File: config.mk
export PLATFORM = sky130hd
export DESIGN_NAME = stdp_edge_update_ctrl
export DESIGN_NICKNAME = d
export VERILOG_FILES = /design/src/rtl/stdp_edge_update_ctrl.sv
export SDC_FILE = /design/constraint.sdc
export NUM_CORES = 1
export LEC_CHECK = 0
export CORE_MARGIN = 1.5
export CORE_UTILIZATION = 63
export DETAILED_ROUTE_END_ITERATION = 8
export DONT_BUFFER_PORTS = 1
export PLACE_DENSITY = 0.79
export SLEW_MARGIN = 10
export SYNTH_ARGS = -nofsm -noshare
export SYNTH_HDL_FRONTEND = slang
export SYNTH_SLANG_ARGS = --single-unit
File: constraint.sdc
create_clock -name clk -period 4.75 [get_ports clk]
set_input_delay 0.95 -clock clk [delete_from_list [all_inputs] [get_ports clk]]
set_output_delay 0.95 -clock clk [all_outputs]
set_load 0.01 [all_outputs]
File: src/rtl/stdp_edge_update_ctrl.sv
// stdp_edge_update_ctrl
// Runs one probabilistic STDP weight-update pass over all synapses of a
// neuron. Each synapse takes three cycles: read the weight, draw a random
// number, conditionally write the saturated +/-1 result back.
//
// Ports
//   clk, rst_n                 clock, asynchronous active-low reset
//   start                      one-cycle pass request (honoured only in IDLE)
//   in_spike, in_early         per-synapse timing flags, latched on start
//   out_spike                  neuron fired this gamma cycle, latched on start
//   u_capture/minus/search/backoff  7-bit update probabilities (x/128)
//   busy                       pass in progress
//   done                       one-cycle pulse marking the end of a pass
//   wt_addr, wt_re, wt_rdata   weight RAM read port (1-cycle read latency)
//   wt_we, wt_wdata            weight RAM write port
//
// state | meaning
// IDLE  | waiting for start, LFSR frozen
// READ  | wt_re high for synapse idx, LFSR steps once
// WAIT  | read data returns; hit/direction decided, write data registered
// WRITE | wt_we high if the update applies; advance idx or finish
// DONE  | done pulse, busy low, idx back to 0
module stdp_edge_update_ctrl #(
   parameter int         NUM_SYN   = 16,
   parameter int         W_BITS    = 3,
   parameter logic [6:0] LFSR_SEED = 7'h5A
) (
   input  logic                       clk,
   input  logic                       rst_n,
   input  logic                       start,
   input  logic [NUM_SYN-1:0]         in_spike,
   input  logic [NUM_SYN-1:0]         in_early,
   input  logic                       out_spike,
   input  logic [6:0]                 u_capture,
   input  logic [6:0]                 u_minus,
   input  logic [6:0]                 u_search,
   input  logic [6:0]                 u_backoff,
   output logic                       busy,
   output logic                       done,
   output logic [$clog2(NUM_SYN)-1:0] wt_addr,
   output logic                       wt_re,
   input  logic [W_BITS-1:0]          wt_rdata,
   output logic                       wt_we,
   output logic [W_BITS-1:0]          wt_wdata
);

   localparam int                AW    = $clog2(NUM_SYN);
   localparam logic [AW-1:0]     LAST  = AW'(NUM_SYN - 1);
   localparam logic [W_BITS-1:0] W_MAX = '1;

   typedef enum logic [2:0] {
      S_IDLE,
      S_READ,
      S_WAIT,
      S_WRITE,
      S_DONE
   } state_t;

   state_t             state;
   logic [AW-1:0]      idx;
   logic [6:0]         lfsr;
   logic [NUM_SYN-1:0] sh_spike;
   logic [NUM_SYN-1:0] sh_early;
   logic               sh_out;
   logic [6:0]         sh_ucap;
   logic [6:0]         sh_umin;
   logic [6:0]         sh_usea;
   logic [6:0]         sh_uback;

   logic [2:0]         case_code;
   logic [6:0]         prob;
   logic               inc;
   logic               dec;
   logic               hit;
   logic [6:0]         lfsr_next;

   // x^7 + x^6 + 1, shift left with feedback into bit 0
   assign lfsr_next = {lfsr[5:0], lfsr[6] ^ lfsr[5]};

   always_comb begin
      case_code = {sh_spike[idx], sh_out, sh_early[idx] & sh_spike[idx] & sh_out};
      prob      = 7'd0;
      inc       = 1'b0;
      dec       = 1'b0;
      case (case_code)
         3'b010: begin prob = sh_uback; dec = 1'b1; end
         3'b100: begin prob = sh_usea;  inc = 1'b1; end
         3'b110: begin prob = sh_umin;  dec = 1'b1; end
         3'b111: begin prob = sh_ucap;  inc = 1'b1; end
         default: begin prob = 7'd0; end
      endcase
   end

   // Evaluated in WAIT: the LFSR stepped at the end of READ, so its current
   // value is this synapse's draw. Deciding here lets wt_we/wt_wdata be
   // registered straight into the WRITE cycle.
   assign hit = (lfsr < prob);

   always_ff @(posedge clk or negedge rst_n) begin
      if (!rst_n) begin
         state    <= S_IDLE;
         idx      <= '0;
         lfsr     <= LFSR_SEED;
         busy     <= 1'b0;
         done     <= 1'b0;
         wt_addr  <= '0;
         wt_re    <= 1'b0;
         wt_we    <= 1'b0;
         wt_wdata <= '0;
         sh_spike <= '0;
         sh_early <= '0;
         sh_out   <= 1'b0;
         sh_ucap  <= '0;
         sh_umin  <= '0;
         sh_usea  <= '0;
         sh_uback <= '0;
      end else begin
         done  <= 1'b0;
         wt_re <= 1'b0;
         wt_we <= 1'b0;
         case (state)
            S_IDLE: begin
               if (start) begin
                  sh_spike <= in_spike;
                  sh_early <= in_early;
                  sh_out   <= out_spike;
                  sh_ucap  <= u_capture;
                  sh_umin  <= u_minus;
                  sh_usea  <= u_search;
                  sh_uback <= u_backoff;
                  idx      <= '0;
                  wt_addr  <= '0;
                  wt_re    <= 1'b1;
                  busy     <= 1'b1;
                  state    <= S_READ;
               end
            end
            S_READ: begin
               lfsr  <= lfsr_next;
               state <= S_WAIT;
            end
            S_WAIT: begin
               if (hit && inc && (wt_rdata != W_MAX)) begin
                  wt_we    <= 1'b1;
                  wt_wdata <= wt_rdata + 1'b1;
               end else if (hit && dec && (wt_rdata != '0)) begin
                  wt_we    <= 1'b1;
                  wt_wdata <= wt_rdata - 1'b1;
               end
               state <= S_WRITE;
            end
            S_WRITE: begin
               if (idx == LAST) begin
                  done  <= 1'b1;
                  busy  <= 1'b0;
                  state <= S_DONE;
               end else begin
                  idx     <= idx + 1'b1;
                  wt_addr <= idx + 1'b1;
                  wt_re   <= 1'b1;
                  state   <= S_READ;
               end
            end
            S_DONE: begin
               idx     <= '0;
               wt_addr <= '0;
               state   <= S_IDLE;
            end
            default: state <= S_IDLE;
         endcase
      end
   end

endmodule

==> parameters.txt <==
Parameter                              Value

Run status
  Status    complete, no violations

Layout
  ANT cells    0
  Final non-filler cell area    4290 um2
  Fillers    433
  Synth-to-Final Area Change    6.96%
  Fraction of final layout cells with drive strength greater than 1    14.1%
  Core utilization of the finished layout    71.1%
  Number of nets in the layout    382

GRT
  Global-route wire length before repair    11700 um
  Largest net degree at the start of global routing    83
  Sum of overflow across all layers after global routing    0
  Total routing resource utilization after global routing    23.7%
  Number of global-route vias before repair    2363
  Initial antenna violation count    0

Clocking
  Post-cts repair resize count    0
  Clock edge transition at the registers on the reported setup and hold paths    0.08 ns
  Number of buffers added for setup after CTS    0
  Number of buffers created by CTS    9
  Bufs on Longest Clock Path    2
  CTS H-tree depth    3
  Post-cts hold buffer count    0
  Clock latency of the later-clocked register in the worst-skew pair    0.36 ns
  CTS tree    yes
  Sinks on Clock Net    82
  Root cell of the clock tree    sky130_fd_sc_hd__clkbuf_8

Timing
  Final critical-path share of the clock period    92.1%
  Peak clock frequency supported by timing    229 MHz
  Slew at the pin with the worst max-slew slack    1.12 ns
  RSZ-0062 raised after global routing    no
  Worst hold margin    0.279 ns
  Finish-stage setup viols    0
  Pins over their slew limit    0
  Final worst slack    0.377 ns
  Time the final worst path needs with I/O delays and setup    4.37 ns
  Number of hold-slack violations in the final timing report    0
  Worst clock skew    0.00915 ns
  Worst rel slew slack    24.9%
  Setup Total Neg Slack    0 ns

Floorplanning
  Area of the placeable core    6030 um2
  Count of standard-cell rows    28
  Full die area    6850 um2
  Die X-Extent    82.7 um
  Initial Utilization    66.5%
  I/O pin count    78
  Y dimension of the die    82.7 um

Logic synthesis
  Synthesis warning total    0
  Synth top area share    48.7%
  Post-synthesis instance area    4010 um2
  Count of cell types in the netlist    47
  Sequential fraction of the synthesis area    51.3%
  Number of enable flip-flop cells after synthesis    0
  Leading post-synthesis cells by cell area    sky130_fd_sc_hd__dfrtp_1 (49%), sky130_fd_sc_hd__mux2_1 (19%), sky130_fd_sc_hd__mux2i_1 (3.0%)
  Post-synthesis sequential element count    82
  Avg Cell Area, Syn    13.2 um2
  Yosys top cell by area    sky130_fd_sc_hd__dfrtp_1
  Number of nets produced by synthesis    379
  Commonest register cell after synthesis    sky130_fd_sc_hd__dfrtp_1
  Share of async-settable or async-resettable flops after synthesis    100%
  Cells after synthesis    304

Job
  Max-cap check violation count    0

Detailed routing
  First-pass iteration count of the detailed router    8
  Total Routed Length    7440 um
  Final ANT Viol Nets    0
  Routed via count    2373
  Routed vias/inst    6.13
  Post-route DRC    0
  Violation count after the first detailed-route iteration    97
  Detailed-route wire length per cell    19.2 um

Power
  Leak    1.82 nW
  Power density cells    768 nW/um2
  Peak supply drop    0.407 mV

Setup path
  Signal arrival time at the worst endpoint    4.62 ns
  Worst path required time    4.99 ns
  Length in cells of the worst reg-to-reg path    15
  CP Class    flip-flop to flip-flop
  Worst setup EP type    flip-flop
  Kind of launch point of the worst setup path    flip-flop
  CP max FO    9

Place
  Count of buffers inserted at the top-level ports    0
  DP Worst Slack    0.394 ns
  Global placement routability congestion    0.886
  Area after detailed placement    4070 um2
  Final HPWL DP    5220 um

Worst hold path
  Path category of the worst min-delay check    input port to asynchronous set/reset pin
path summary, 6_finish.rpt:
check                                        start                  endpoint  slack (ns)
min in group clk           sh_early[7]$_DFFE_PN0P_   sh_early[7]$_DFFE_PN0P_        0.49
hold reg to reg            sh_early[7]$_DFFE_PN0P_   sh_early[7]$_DFFE_PN0P_        0.49
max in group asynchronous                    rst_n       lfsr[1]$_DFFE_PN1P_        4.23
hold / removal                               rst_n  sh_spike[13]$_DFFE_PN0P_        0.28
setup reg to reg                idx[1]$_DFFE_PN0P_   wt_wdata[1]$_DFFE_PN0P_        0.38
setup / recovery                idx[1]$_DFFE_PN0P_   wt_wdata[1]$_DFFE_PN0P_        0.38
registers in the layout, indices dropped and copies added (netlist names):
register / count
sh_early: 16
sh_spike: 16
lfsr: 7
sh_uback: 7
sh_ucap: 7
sh_umin: 7
sh_usea: 7
idx: 4
state: 3
wt_wdata: 3
busy: 1
done: 1
sh_out: 1
wt_re: 1
wt_we: 1
cells by family after synthesis:
group / synth area share (%)
AND/OR/NAND/NOR: 7.68
adder cells (fa/ha/maj): 2.69
multiplexers: 26.3
flip-flops: 51.3
XOR/XNOR: 0.875
AO/OA/AOI/OAI: 8.37
buffers and inverters: 2.78
routing by layer:
| metal | GRT usage [%] | vias up | part of all wire (%) |
|---|---|---|---|
| li1 | - | 1109 | - |
| met1 | 31.5 | 1187 | 45 |
| met2 | 36.3 | 68 | 47 |
| met3 | 7.69 | 9 | 6.4 |
| met4 | 8.83 | 0 | 1.3 |
| met5 | 0 | - | 0 |
placed cells by master, fill, tap and decap left out, drive strengths merged, types with 2 or more instances in the layout:
cell / netlist / final
a21o: 9 / 9
a21oi: 12 / 12
a22oi: 3 / 3
and2: 2 / 2
buf: 5 / 8
bufinv: 0 / 2
clkbuf: 11 / 10
clkinv: 0 / 4
dfrtp: 78 / 78
dfstp: 4 / 4
ha: 7 / 7
inv: 3 / 3
mux2: 70 / 70
mux2i: 14 / 14
mux4: 4 / 4
nand2: 19 / 19
nand2b: 2 / 2
nand3: 6 / 6
nand3b: 5 / 5
nand4: 2 / 2
nor2: 13 / 13
nor2b: 3 / 3
o21ai: 6 / 6
o22ai: 2 / 2
o2bb2ai: 6 / 6
o31ai: 2 / 2
xnor2: 3 / 3
synthesized netlist by cell type (all sizes together), types with 2 or more instances:
cell      n
mux2i    14
a21o      9
mux4      4
dfstp     4
o2bb2ai   6
a21oi    12
nand2    19
o21ai     6
dfrtp    78
buf       5
ha        7
and2      2
nand4     2
o22ai     2
o31ai     2
nand3     6
clkbuf   11
nand3b    5
nand2b    2
nor2     13
inv       3
xnor2     3
mux2     70
nor2b     3
a22oi     3
critical path, cell delays in order (launching register included):
cell	delay [ns]
sky130_fd_sc_hd__dfrtp_1	0.35
sky130_fd_sc_hd__buf_4	0.20
sky130_fd_sc_hd__mux4_1	0.59
sky130_fd_sc_hd__mux2i_2	0.29
sky130_fd_sc_hd__mux2_4	0.29
sky130_fd_sc_hd__nand2_1	0.07
sky130_fd_sc_hd__o2bb2ai_1	0.13
sky130_fd_sc_hd__a21o_1	0.16
sky130_fd_sc_hd__ha_1	0.28
sky130_fd_sc_hd__a21o_1	0.17
sky130_fd_sc_hd__a21o_1	0.17
sky130_fd_sc_hd__a21oi_1	0.12
sky130_fd_sc_hd__o21ai_0	0.15
sky130_fd_sc_hd__or4b_2	0.68
sky130_fd_sc_hd__nor3_4	0.26
sky130_fd_sc_hd__mux2_4	0.33
power breakdown:
part	leakage (nW)	internal (mW)	total, mW	switching [mW]
sequential	0.971	1.05	1.30	0.249
combinational	0.741	0.741	1.44	0.696
clock	0.110	0.298	0.556	0.258
total	1.82	2.09	3.29	1.20
cell type report:
type                       count  area, um2  share of cell area (%)
clock buffer                  10        128                    2.98
clock inverter                 6       91.3                    2.13
tap                           75       93.8                    2.19
inverter                       3       11.3                   0.263
sequential                    82       2060                    48.0
timing repair buffer           8       60.1                    1.40
multi-input combinational    203       1840                    43.0
metrics by stage:
| stage | total power [mW] | instances |
|---|---|---|
| 6_report | 3.29 | 387 |
| 5_1_grt | 3.53 | 387 |
| 4_1_cts | 3.30 | 387 |
| 3_5_place_dp | 2.75 | 371 |
| 3_3_place_gp | 2.69 | 371 |
| 2_1_floorplan | 2.41 | 304 |
Power figures use the tool's default switching activity.
